===== config.mk =====
export PLATFORM = sky130hd
export DESIGN_NAME = half_period_meter
export DESIGN_NICKNAME = d
export VERILOG_FILES = /design/src/rtl/half_period_meter.sv
export SDC_FILE = /design/constraint.sdc
export NUM_CORES = 1
export LEC_CHECK = 0
export ABC_AREA = 1
export ABC_CLOCK_PERIOD_IN_PS = 2300
export CAP_MARGIN = 5
export CORE_AREA = 3 3 77 79
export DETAILED_ROUTE_END_ITERATION = 10
export DIE_AREA = 0 0 80 82
export PLACE_DENSITY = 0.79
export SLEW_MARGIN = 25
export SYNTH_ARGS = -nofsm -noshare
export SYNTH_HDL_FRONTEND = slang
export SYNTH_SLANG_ARGS = --single-unit

===== constraint.sdc =====
create_clock -name synth_clk -period 2.3 [get_ports synth_clk]
set_input_delay 0.23 -clock synth_clk [delete_from_list [all_inputs] [get_ports synth_clk]]
set_output_delay 0.23 -clock synth_clk [all_outputs]
set_load 0.01 [all_outputs]

===== src/rtl/half_period_meter.sv =====
// Half-period meter: times the gap between edges of an asynchronous square wave in
// synth_clk cycles, qualifying results with a consecutive-match filter and a silence timeout.
module half_period_meter #(
    parameter int HP_W    = 7,
    parameter int MATCH_N = 2,
    parameter int TIMEOUT = 255
) (
    input  logic            synth_clk,
    input  logic            rst_n,
    input  logic            audio_in,
    input  logic            enable,
    output logic [HP_W-1:0] hp_out,
    output logic            hp_valid,
    output logic            tone_lost,
    output logic            over_range
);

    localparam logic [HP_W-1:0] CNT_MAX   = '1;
    localparam logic [HP_W-1:0] CNT_ONE   = {{(HP_W-1){1'b0}}, 1'b1};
    localparam logic [8:0]      SIL_MAX   = 9'(TIMEOUT);
    localparam logic [2:0]      MATCH_TGT = 3'(MATCH_N);

    typedef enum logic [1:0] {
        IDLE   = 2'd0,
        ACQ    = 2'd1,
        LOCKED = 2'd2
    } state_t;

    state_t          state, state_nxt;
    logic            s1, s2, s3;
    logic            edge_seen;
    logic [HP_W-1:0] cnt;
    logic            ovf;
    logic [8:0]      sil;
    logic            timeout;
    logic [HP_W-1:0] cand, cand_nxt;
    logic [2:0]      mcnt, mcnt_nxt;
    logic [2:0]      cand_mcnt;
    logic            cand_hit;
    logic [HP_W-1:0] hp_nxt;
    logic            valid_nxt;
    logic            lost_nxt;
    logic            ovr_nxt;

    always_ff @(posedge synth_clk or negedge rst_n) begin
        if (!rst_n) begin
            s1 <= 1'b0;
            s2 <= 1'b0;
            s3 <= 1'b0;
        end else if (!enable) begin
            s1 <= 1'b0;
            s2 <= 1'b0;
            s3 <= 1'b0;
        end else begin
            s1 <= audio_in;
            s2 <= s1;
            s3 <= s2;
        end
    end

    assign edge_seen = s2 ^ s3;

    // cnt holds the number of cycles since the last edge, so its value in an edge cycle is the interval
    always_ff @(posedge synth_clk or negedge rst_n) begin
        if (!rst_n) begin
            cnt <= '0;
            ovf <= 1'b0;
        end else if (!enable) begin
            cnt <= '0;
            ovf <= 1'b0;
        end else if (edge_seen) begin
            cnt <= CNT_ONE;
            ovf <= 1'b0;
        end else if (cnt == CNT_MAX) begin
            ovf <= 1'b1;
        end else begin
            cnt <= cnt + CNT_ONE;
        end
    end

    always_ff @(posedge synth_clk or negedge rst_n) begin
        if (!rst_n) begin
            sil <= '0;
        end else if (!enable || edge_seen) begin
            sil <= '0;
        end else if (sil != SIL_MAX) begin
            sil <= sil + 9'd1;
        end
    end

    assign timeout   = (sil == SIL_MAX) && !edge_seen;
    assign cand_hit  = (cnt == cand) && (mcnt != 3'd0);
    assign cand_mcnt = cand_hit ? (mcnt + 3'd1) : 3'd1;

    always_ff @(posedge synth_clk or negedge rst_n) begin
        if (!rst_n) begin
            state      <= IDLE;
            cand       <= '0;
            mcnt       <= '0;
            hp_out     <= '0;
            hp_valid   <= 1'b0;
            tone_lost  <= 1'b0;
            over_range <= 1'b0;
        end else if (!enable) begin
            state      <= IDLE;
            cand       <= '0;
            mcnt       <= '0;
            hp_out     <= '0;
            hp_valid   <= 1'b0;
            tone_lost  <= 1'b0;
            over_range <= 1'b0;
        end else begin
            state      <= state_nxt;
            cand       <= cand_nxt;
            mcnt       <= mcnt_nxt;
            hp_out     <= hp_nxt;
            hp_valid   <= valid_nxt;
            tone_lost  <= lost_nxt;
            over_range <= ovr_nxt;
        end
    end

    always_comb begin
        state_nxt = state;
        cand_nxt  = cand;
        mcnt_nxt  = mcnt;
        hp_nxt    = hp_out;
        valid_nxt = hp_valid;
        lost_nxt  = 1'b0;
        ovr_nxt   = over_range;
        case (state)
            IDLE: begin
                // the interval ending at this edge started at an unknown time
                if (edge_seen) begin
                    state_nxt = ACQ;
                    cand_nxt  = '0;
                    mcnt_nxt  = '0;
                end
            end
            ACQ: begin
                if (edge_seen) begin
                    if (ovf) begin
                        ovr_nxt  = 1'b1;
                        mcnt_nxt = '0;
                    end else begin
                        cand_nxt = cnt;
                        mcnt_nxt = cand_mcnt;
                        if (cand_mcnt == MATCH_TGT) begin
                            hp_nxt    = cnt;
                            valid_nxt = 1'b1;
                            mcnt_nxt  = '0;
                            state_nxt = LOCKED;
                        end
                    end
                end else if (timeout) begin
                    state_nxt = IDLE;
                    mcnt_nxt  = '0;
                end
            end
            LOCKED: begin
                if (edge_seen) begin
                    if (ovf) begin
                        ovr_nxt  = 1'b1;
                        mcnt_nxt = '0;
                    end else if (cnt == hp_out) begin
                        mcnt_nxt = '0;
                    end else begin
                        // a new pitch must prove itself before it replaces the held value
                        cand_nxt = cnt;
                        mcnt_nxt = cand_mcnt;
                        if (cand_mcnt == MATCH_TGT) begin
                            hp_nxt   = cnt;
                            mcnt_nxt = '0;
                        end
                    end
                end else if (timeout) begin
                    state_nxt = IDLE;
                    mcnt_nxt  = '0;
                    hp_nxt    = '0;
                    valid_nxt = 1'b0;
                    lost_nxt  = 1'b1;
                end
            end
            default: begin
                state_nxt = IDLE;
            end
        endcase
    end

endmodule


==> impl_metrics.toml <==
[finish]
area_growth_syn_to_layout_pct = 14.61
final_nets = 400
nFillCells = 512
layout-drive-gt1-share = 0.1546
diodes = 0
fin_area_mm2 = 0.002994
fin_cells = 460
fin_util = 0.5539

[cts]
numCtsBuffers = 5
postCtsHoldBufs = 0
tritoncts = "built"
path_clk_slew_ns = 0.09
cts.htree.levels = 2
clockBufferDepth = 2
clock_latency_ns = 0.31
cts_sinks = 42
clk_root_buffer_cell = "clkbuf_8"

[routing]
vias = 2361
ant_nets = 0
drtIter0Drc = 161
wl_mm = 5.784
viasPerCell = 5.133
dr.pass1.iters = 4
wl_per_cell_um = 12.57
drc = 0

[power_and_ir_drop]
p_per_area_mw_per_mm2 = 596.0
p_leak_nw = 1.510
worst_ir_drop_vdd_mv = 0.3420
finalPower_mw = 1.784

[synth]
synth_nets = 380
synth_cell_type_count = 35
avgSynthCellArea_um2 = 7.119
yosys_warnings = 0
synth_cells = 367
seq_area_frac_synth = 0.4023
syn_area_mm2 = 0.002613
ys_ff_latch = 42

[setup_path]
critPathMostFrequentCell = "nand3_2"
endpoint_kind = "register"
path_cells = "ha_2 > nand2_2 > nor2_2 > nand2_1 > inv_2 > nand3_2 > nor2_2 > ha_4 > nand2_2 > nand3_2 > nand3_2 > nor2_4 > nand2_4 > nor2_1 > nor2_1"
path_max_fanout = 7
startpoint_type = "register"
critPathLaunch = "sil[1]"
r2r_start = "sil[1]"
critPathArrivalTime_ns = 2.36
r2r_cells = 15
r2r_end = "hp_out[2]"
rrSetupSlack_ns = 0.15
required_ns = 2.50
crit_buf_inv = 1
critical_path_depth = 15
path_class = "reg2reg"
slowest_stage = "dfrtp_1"
cp-endpoint = "hp_out[2]"
critical-path-top-delay-family = "simple AND/OR/NAND/NOR gates"
critPathMaxStageDelay_ns = 0.38

[global_routing]
grt_pass1_vias = 2162
antenna_found_initial = 0
grt_max_degree = 43
overflow = 0
grt_pass1_wl_mm = 9.653
grt_use_total = 0.1876

[placed_design]
place_congestion = 0.8786
dp.cells = 448
numPortBuffers = 13
dp_hpwl_mm = 4.179
placed_cell_area_mm2 = 0.002798

[floorplan]
chipWidth_um = 80
core_mm2 = 0.005405
num_rows = 27
dieArea_mm2 = 0.006560
die_y_um = 82
pin_count = 14
initial_core_util = 0.4833

[run]
cap_violations = 0

[status]
status = "finished with violations"
failed_checks = "hold timing"

[timing]
tns_ns = 0
tightest_slew_ns = 0.5527
clock_skew_ns = 0.01810
slew_headroom = 0.6315
fin_crit_ns = 2.152
timing.hold.ws_ns = -0.01625
post-route-period-util = 0.9357
setup_violations = 0
slew_viol_final = 0
fmax_mhz = 464.7
hold_viol = 11

[min_path]
min_path_type = "in2async"
placed cells by master, fill, tap and decap left out, drive strengths merged:
cell / synthesis / routed
bufinv: 0 / 1
nand3: 22 / 22
o21a: 1 / 1
nand4: 1 / 1
nand3b: 1 / 1
clkinv: 3 / 3
inv: 51 / 51
or2: 1 / 1
nand2: 138 / 139
o211a: 1 / 1
a211oi: 5 / 5
ha: 9 / 9
dfrtp: 42 / 42
o22ai: 3 / 3
o211ai: 1 / 1
a21oi: 7 / 7
a32o: 1 / 1
xnor2: 1 / 1
o21ai: 18 / 18
nor2: 42 / 42
clkinvlp: 0 / 1
clkbuf: 1 / 6
xor2: 1 / 1
clkdlybuf4s50: 0 / 12
buf: 7 / 8
nor3: 8 / 8
a31oi: 2 / 2
area by class of cell:
type	instances	area, µm²	area share
Clock buffer	6	72.57	0.02424
Multi-Input combinational cell	264	1363	0.4551
Sequential cell	42	1051	0.3510
Timing Repair Buffer	20	177.7	0.05934
Clock inverter	2	37.54	0.01254
Tap cell	72	90.09	0.03009
Inverter	54	202.7	0.06770
registers in the layout, indices dropped and copies added, names as in the netlist, 2 cells and up:
register  cells
cnt           7
cand          7
state         2
mcnt          3
sil           9
hp_out        7
cell usage after synthesis:
cell type	number	area, µm²
nand2_1	129	484.2
dfrtp_1	42	1051
inv_1	42	157.7
nor2_1	35	131.4
nand3_1	19	95.09
o21ai_1	10	50.05
ha_1	9	112.6
inv_2	9	33.78
o21ai_0	8	40.04
nor3_1	7	35.03
a21oi_1	6	30.03
a211oi_1	5	37.54
nand2_2	5	31.28
nor2_2	5	31.28
nand2_4	4	45.04
buf_2	3	15.01
buf_6	3	33.78
clkinv_1	3	11.26
nand3_2	3	30.03
o22ai_1	3	18.77
a31oi_1	2	12.51
nor2_4	2	22.52
a21oi_2	1	8.760
a32o_1	1	10.01
buf_4	1	7.510
clkbuf_1	1	3.750
nand3b_1	1	7.510
nand4_1	1	6.260
nor3_2	1	10.01
o211a_1	1	10.01
o211ai_1	1	7.510
o21a_1	1	7.510
or2_2	1	6.260
xnor2_1	1	8.760
xor2_1	1	8.760
metrics by stage:
stage                     setup WS (ns)  hold WS (ns)
after global routing           -0.07535       0.03277
after CTS                       0.02060      0.006134
after floorplan                  0.1466      -0.06559
after detailed placement        0.03087        0.3393
after global placement           0.2114        0.3411
final                            0.1480      -0.01625
power breakdown:
part / total, mW / switching (mW) / internal (mW)
sequential: 0.808 / 0.0376 / 0.770
clock: 0.584 / 0.260 / 0.324
combinational: 0.392 / 0.267 / 0.126
cells by family (layout without fill, tap and decap cells):
logic type,after synthesis,count (layout),share of synthesized area
compound gates,39,39,0.08909
xor+xnor,2,2,0.006706
fa+ha+maj,9,9,0.04310
buf+inv,62,82,0.1006
flops,42,42,0.4023
simple gates,213,214,0.3582
metal layers:
metal | vias up | GRT usage | wire, µm
met3 | 12 | 0.03728 | 242
met1 | 1113 | 0.2457 | 2572
met4 | 0 | 0.06588 | 131
li1 | 1180 | - | -
met2 | 56 | 0.3096 | 2836
met5 | - | 0 | 0
worst min path at each step:
stage | end | slack, ns | cells after the start
6_report | cand[2] | -0.02 | 2
5_1_grt | cand[2] | 0.03 | 2
4_1_cts | cand[2] | 0.006 | 2
3_5_place_dp | state[0] | 0.34 | 2
3_3_place_gp | state[0] | 0.34 | 2
2_1_floorplan | cand[0] | -0.07 | 0
repair_timing:
action,CTS,global route
buffers inserted,0,3
setup endpoints to repair,0,14
endpoints found under the hold margin,0,0
gates resized for setup,0,16
Note: power is estimated with default switching activity, not from simulation.
==> variant 1, RTL diff (same settings) <==
Set the parameter `HP_W` to 14 (it was 7).
--- a/src/rtl/half_period_meter.sv
+++ b/src/rtl/half_period_meter.sv
@@ -2,5 +2,5 @@
 // synth_clk cycles, qualifying results with a consecutive-match filter and a silence timeout.
 module half_period_meter #(
-    parameter int HP_W    = 7,
+    parameter int HP_W    = 14,
     parameter int MATCH_N = 2,
     parameter int TIMEOUT = 255
Ports: changed (resized hp_out); port bits go from 14 to 21. The function was not compared with the original's and may differ.
==> variant 1 against the original RTL <==
- the run ends with negative setup slack left
- utilization grew 26 points
- highest routed layer unchanged
- worst hold slack better by 0.051 ns
- routed wire length is 78% higher
- clock power up 88%
- worst setup slack got worse by 0.22 ns
- final area grew 47%
- total power increased by 66%
- die area unchanged
- combinational power up 66%
- sequential cell count up 21
- synthesized cell count rose by 38%
- sequential power is 50% higher
- largest power group unchanged
- synthesized area is 44% higher
==> variant 1: results (changes against the original RTL) <==
----------------------------------------------------
[Route]
  Via count ... 3,631 (+54%)
  Routed WL per cell ... 16.7 um (+33%)
  Met3 wirelength from detailed routing ... 761 um (+210%)
  Total iterations of the first detailed-routing run ... 8 (+4)
  WL met2 ... 5.18 mm (+83%)
  M1 wire length ... 4.15 mm (+61%)

[Placed design]
  Setup Slack @ Placement ... -0.0472 ns (-0.0781 ns)
  Number of port buffers ... 20 (+7)
  Half-perimeter wire length of the detailed placement result ... 6.67 mm (+60%)
  Post-placement cell area ... 4000 um2 (+43%)
  Total placed cells including tap cells ... 595 (+33%)

[Clock tree]
  Clk Latency, worst-skew pair ... 0.35 ns (+0.04 ns)
  Resize count post-CTS ... 1 (+1)
  Number of levels in the clock H-tree ... 3 (+1)

[Run status]
  Outcome ... finished with violations
  Failing checks ... negative setup slack

[Global route]
  Routing usage on met1 ... 0.415 (+0.170)
  Global routing usage on met2 ... 0.506 (+0.196)
  Met3 Usage GRT ... 0.0647 (+0.0274)
  All-Layer GR Usage ... 0.310 (+0.123)
  Vias in the first global route ... 3,187 (+47%)
  Maximum number of pins on one net before global-route repair ... 64 (+49%)

[Logic synthesis]
  Dominant cells by area after synthesis ... dfrtp_1, nand2_1, inv_1
  Cell types with the highest counts after synthesis ... nand2_1, inv_1, nor2_1
  Mapped Cells ... 507 (+38%)
  Post-synthesis net count ... 520 (+37%)
  Library cells used by synthesis ... 41 (+17%)

[Timing]
  Post-route worst setup slack ... -0.0707 ns (-0.219 ns)
  Transition at the pin with the smallest max-transition slack ... 0.809 ns (+0.257 ns)
  Final setup fails ... 14 (+14)
  Final total negative setup slack ... -0.591 ns (-0.591 ns)
  Worst Skew ... 0.0112 ns (-0.00692 ns)

[Layout]
  Net total in the final layout ... 553 (+38%)
  Number of filler cells placed in the layout ... 367 (-28%)
  Fraction of layout instances using a drive strength above 1 ... 0.150 (-0.00418)

[Pwr]
  Leakage power of the design ... 0.00210 uW (+39%)
  Peak supply drop ... 0.471 mV (+38%)

[Critical path]
  Largest incremental delay on the critical path ... 0.40 ns (+0.02 ns)
  Crit path arrival time ... 2.65 ns (+0.29 ns)

[Worst hold path]
  Hold/Removal Path Class ... in2async

----------------------------------------------------
-- variant 1: cell types whose count changed in the layout (fill, tap and decap cells not counted), sizes merged, moves of 8 or more --
cell	change
o21ai	+25
nand3	+14
nor2	+28
dfrtp	+21
nand2	-8
inv	+28
a21oi	+8
-- variant 1: where the power goes --
group / internal, uW / switching (uW)
logic: 211 / 439
registers: 1150 / 52.4
clock network: 640 / 458
total: 2010 / 949
-- variant 1: logic make-up after synthesis --
group	after synthesis	share of synthesized area
DFF	63	0.420
buffers and inverters	93	0.110
and+or+nand+nor	260	0.311
AOI/OAI and AO/OA	77	0.117
adders and majority gates	9	0.0300
xor gates and xnor gates	5	0.0117
-- variant 1: area by class of cell --
cell class / count / area (um2) / area share
tap: 72 / 90.1 / 0.0205
inverter: 79 / 304 / 0.0691
clock inverter: 5 / 81.3 / 0.0185
timing repair buffer: 35 / 338 / 0.0767
clock buffer: 11 / 141 / 0.0321
sequential: 63 / 1580 / 0.358
multi-input combinational: 352 / 1870 / 0.425
-- variant 1: path summary, 6_finish.rpt --
kind	from	end	slack [ns]
min in group synth_clk	audio_in	s1	0.41
hold / removal	rst_n	cand[4]	0.04
setup reg to reg	sil[1]	hp_out[4]	-0.07
setup / recovery	sil[1]	hp_out[4]	-0.07
hold reg to reg	s1	s2	0.46
max in group asynchronous	rst_n	sil[7]	1.71
-- variant 1: worst register-to-register path: stages (launching register included) --
cell,delay [ns]
dfrtp_1,0.40
ha_4,0.18
nand2_4,0.06
nor4_4,0.27
nand2_1,0.11
nor2_1,0.12
ha_2,0.21
inv_2,0.06
nand3_2,0.07
nand3_2,0.08
nor2_4,0.10
nand2_4,0.07
nor2_4,0.21
clkbuf_16,0.20
o21ai_2,0.05
nor2_1,0.12
==> variant 2, RTL diff (config.mk and constraints unchanged) <==
Without the edit above. Make the reset (`rst_n`) synchronous in 4 clocked blocks. Comments in the files are not updated.
--- a/src/rtl/half_period_meter.sv
+++ b/src/rtl/half_period_meter.sv
@@ -43,5 +43,5 @@
     logic            ovr_nxt;
 
-    always_ff @(posedge synth_clk or negedge rst_n) begin
+    always_ff @(posedge synth_clk) begin
         if (!rst_n) begin
             s1 <= 1'b0;
@@ -62,5 +62,5 @@
 
     // cnt holds the number of cycles since the last edge, so its value in an edge cycle is the interval
-    always_ff @(posedge synth_clk or negedge rst_n) begin
+    always_ff @(posedge synth_clk) begin
         if (!rst_n) begin
             cnt <= '0;
@@ -79,5 +79,5 @@
     end
 
-    always_ff @(posedge synth_clk or negedge rst_n) begin
+    always_ff @(posedge synth_clk) begin
         if (!rst_n) begin
             sil <= '0;
@@ -93,5 +93,5 @@
     assign cand_mcnt = cand_hit ? (mcnt + 3'd1) : 3'd1;
 
-    always_ff @(posedge synth_clk or negedge rst_n) begin
+    always_ff @(posedge synth_clk) begin
         if (!rst_n) begin
             state      <= IDLE;
Function: differs if rst_n is asserted again (counterexample within 10 cycles, from zero or initial values and one cycle with rst_n low); with rst_n held inactive, the same outputs for 10 cycles.
==> variant 2 against the original RTL <==
- fmax is 4.0% higher
- worst setup slack better by 0.083 ns
- synthesized area is 14% lower
- sequential cell count stayed put
- synthesized cell count is 9.3% lower
- routed wire length is 23% lower
- critical path depth is 2 lower
- final area is 15% lower
- largest cell class unchanged
Power is not compared: it rests on default switching activity, and its combinational part moved more than twofold at a synthesized area within 25%.
==> variant 2: results (changes against the original RTL) <==
----------------------------------------------------
[Logic synthesis]
  Library cells used by synthesis ... 29 (-17%)
  Dominant cells by area after synthesis ... dfxtp_1, nand2_1, nor2_1
  Seq/Total Area, Yosys ... 0.375 (-0.0269)
  Mapped Cells ... 333 (-9.3%)
  Primary FF master, synth ... dfxtp_1
  Yosys warning total ... 0 (unchanged)
  Async set or reset register ratio after synthesis ... 0 (-1.00)
  Post-synthesis net count ... 346 (-8.9%)
  Cell types with the highest counts after synthesis ... nand2_1, nor2_1, inv_1

[Run status]
  Outcome ... completed

[Layout]
  Diodes inserted ... 0 (unchanged)
  Largest register FFs ... 9 (unchanged)
  Fraction of layout instances using a drive strength above 1 ... 0.0807 (-0.0739)
  Largest register by flop count ... sil
  Net total in the final layout ... 359 (-10%)
  Number of filler cells placed in the layout ... 533 (+4.1%)

[Timing]
  Relative slew slack ... 0.665 (+0.0334)
  Worst Skew ... 0.00901 ns (-0.00908 ns)
  Final total negative setup slack ... 0 ns (unchanged)

[Critical path]
  Reg-to-reg slack, setup ... 0.23 ns (+0.08 ns)
  Critical path type ... reg2reg
  Path depth of the worst reg2reg path ... 13 (-2)
  Crit path capture ... hp_out[3]
  Reg-to-reg critical path startpoint ... sil[1]
  Crit path arrival time ... 2.26 ns (-0.10 ns)
  Highest fanout seen on the critical path ... 8 (+1)

[Global route]
  Antenna violations before repair ... 0 (unchanged)
  First-pass GRT wire length ... 7.56 mm (-22%)
  Maximum number of pins on one net before global-route repair ... 17 (-60%)
  Vias in the first global route ... 1,732 (-20%)
  Remaining Overflow, GRT ... 0 (unchanged)
  All-Layer GR Usage ... 0.146 (-0.0420)

[Placed design]
  Number of port buffers ... 13 (unchanged)
  Half-perimeter wire length of the detailed placement result ... 3.35 mm (-20%)
  Post-placement cell area ... 2420 um2 (-14%)
  Routability Congestion ... 0.973 (+11%)

[Route]
  Routed vias/inst ... 4.72 (-8.1%)
  Routed WL per cell ... 10.7 um (-15%)
  Count of routing violations after the opening detailed-route iteration ... 102 (-37%)
  Total iterations of the first detailed-routing run ... 4 (unchanged)

[Clock tree]
  Clk Latency, worst-skew pair ... 0.29 ns (-0.02 ns)
  Maximum clock path buffer count ... 2 (unchanged)
  CTS clk-pin slew, worst paths ... 0.08 ns
  Inserted Clock Buffers ... 5 (unchanged)
  Root buffer selected by CTS ... clkbuf_8
  Number of levels in the clock H-tree ... 2 (unchanged)

[Worst hold path]
  Hold/Removal Path Class ... reg2reg

[Pwr]
  Leakage power of the design ... 0.00100 uW
  Peak supply drop ... 0.239 mV

----------------------------------------------------
-- variant 2: critical path, stage by stage (launching register included) --
cell	delay, ns
dfxtp_1	0.36
ha_1	0.17
inv_1	0.08
nor4_4	0.25
inv_1	0.09
nor2_1	0.10
ha_2	0.20
inv_2	0.07
nand2_1	0.08
o21ai_0	0.10
nor2_2	0.16
nand2_4	0.10
o21ai_0	0.16
nor2_1	0.05
-- variant 2: layout make-up --
cell class | instances | area [um2] | share of cell area
Multi-Input combinational cell | 234 | 1180 | 0.462
Clock inverter | 3 | 40.0 | 0.0157
Inverter | 48 | 185 | 0.0726
Tap cell | 72 | 90.1 | 0.0353
Clock buffer | 5 | 68.8 | 0.0270
Timing Repair Buffer | 15 | 145 | 0.0569
Sequential cell | 42 | 842 | 0.330
-- variant 2: timing repair --
action	CTS	global route
buffers inserted	0	0
endpoints found under the setup margin	0	11
gates resized for setup	0	7
-- variant 2: how the worst min path moves through the flow --
| stage | start | endpoint | slack [ns] | depth (start not counted) |
|---|---|---|---|---|
| after floorplan | audio_in | s1 | 0.34 | 2 |
| after global placement | s1 | s2 | 0.41 | 2 |
| after detailed placement | s1 | s2 | 0.41 | 2 |
| after CTS | s1 | s2 | 0.42 | 2 |
| after global routing | s1 | s2 | 0.44 | 2 |
| final | s1 | s2 | 0.42 | 2 |
-- variant 2: stage by stage --
| stage | hold WS, ns | std cells | utilization | worst slack, ns | total power, uW |
|---|---|---|---|---|---|
| final | 0.415 | 419 | 0.472 | 0.231 | 1420 |
| after global routing | 0.436 | 419 | 0.472 | -0.00836 | 1480 |
| after CTS | 0.420 | 419 | 0.467 | 0.106 | 1440 |
| after detailed placement | 0.407 | 411 | 0.447 | 0.104 | 871 |
| after global placement | 0.410 | 411 | 0.447 | 0.208 | 869 |
| after floorplan | 0.342 | 333 | - | 0.226 | 847 |
-- variant 2: cell families (layout without fill, tap and decap cells) --
kind of cell	count (synthesis)	in the layout	synth area share
XOR/XNOR	11	11	0.0430
AO/OA/AOI/OAI	50	50	0.115
flip-flops	42	42	0.375
buffers and inverters	57	71	0.108
AND/OR/NAND/NOR	164	164	0.308
adder cells (fa/ha/maj)	9	9	0.0503
-- variant 2: where the power goes --
| part | switching, uW | leakage (uW) | internal, uW |
|---|---|---|---|
| clock network | 246 | 0.0000579 | 319 |
| registers | 10.3 | 0.000340 | 737 |
| logic | 68.6 | 0.000607 | 39.1 |
| total | 325 | 0.00100 | 1100 |
-- variant 2: layer usage --
layer / GRT usage / up-vias / wire (um)
met4: 0.0574 / 0 / 82
met1: 0.178 / 869 / 2080
met2: 0.243 / 40 / 2120
met3: 0.0395 / 7 / 180
met5: 0 / - / 0
li1: - / 1061 / -
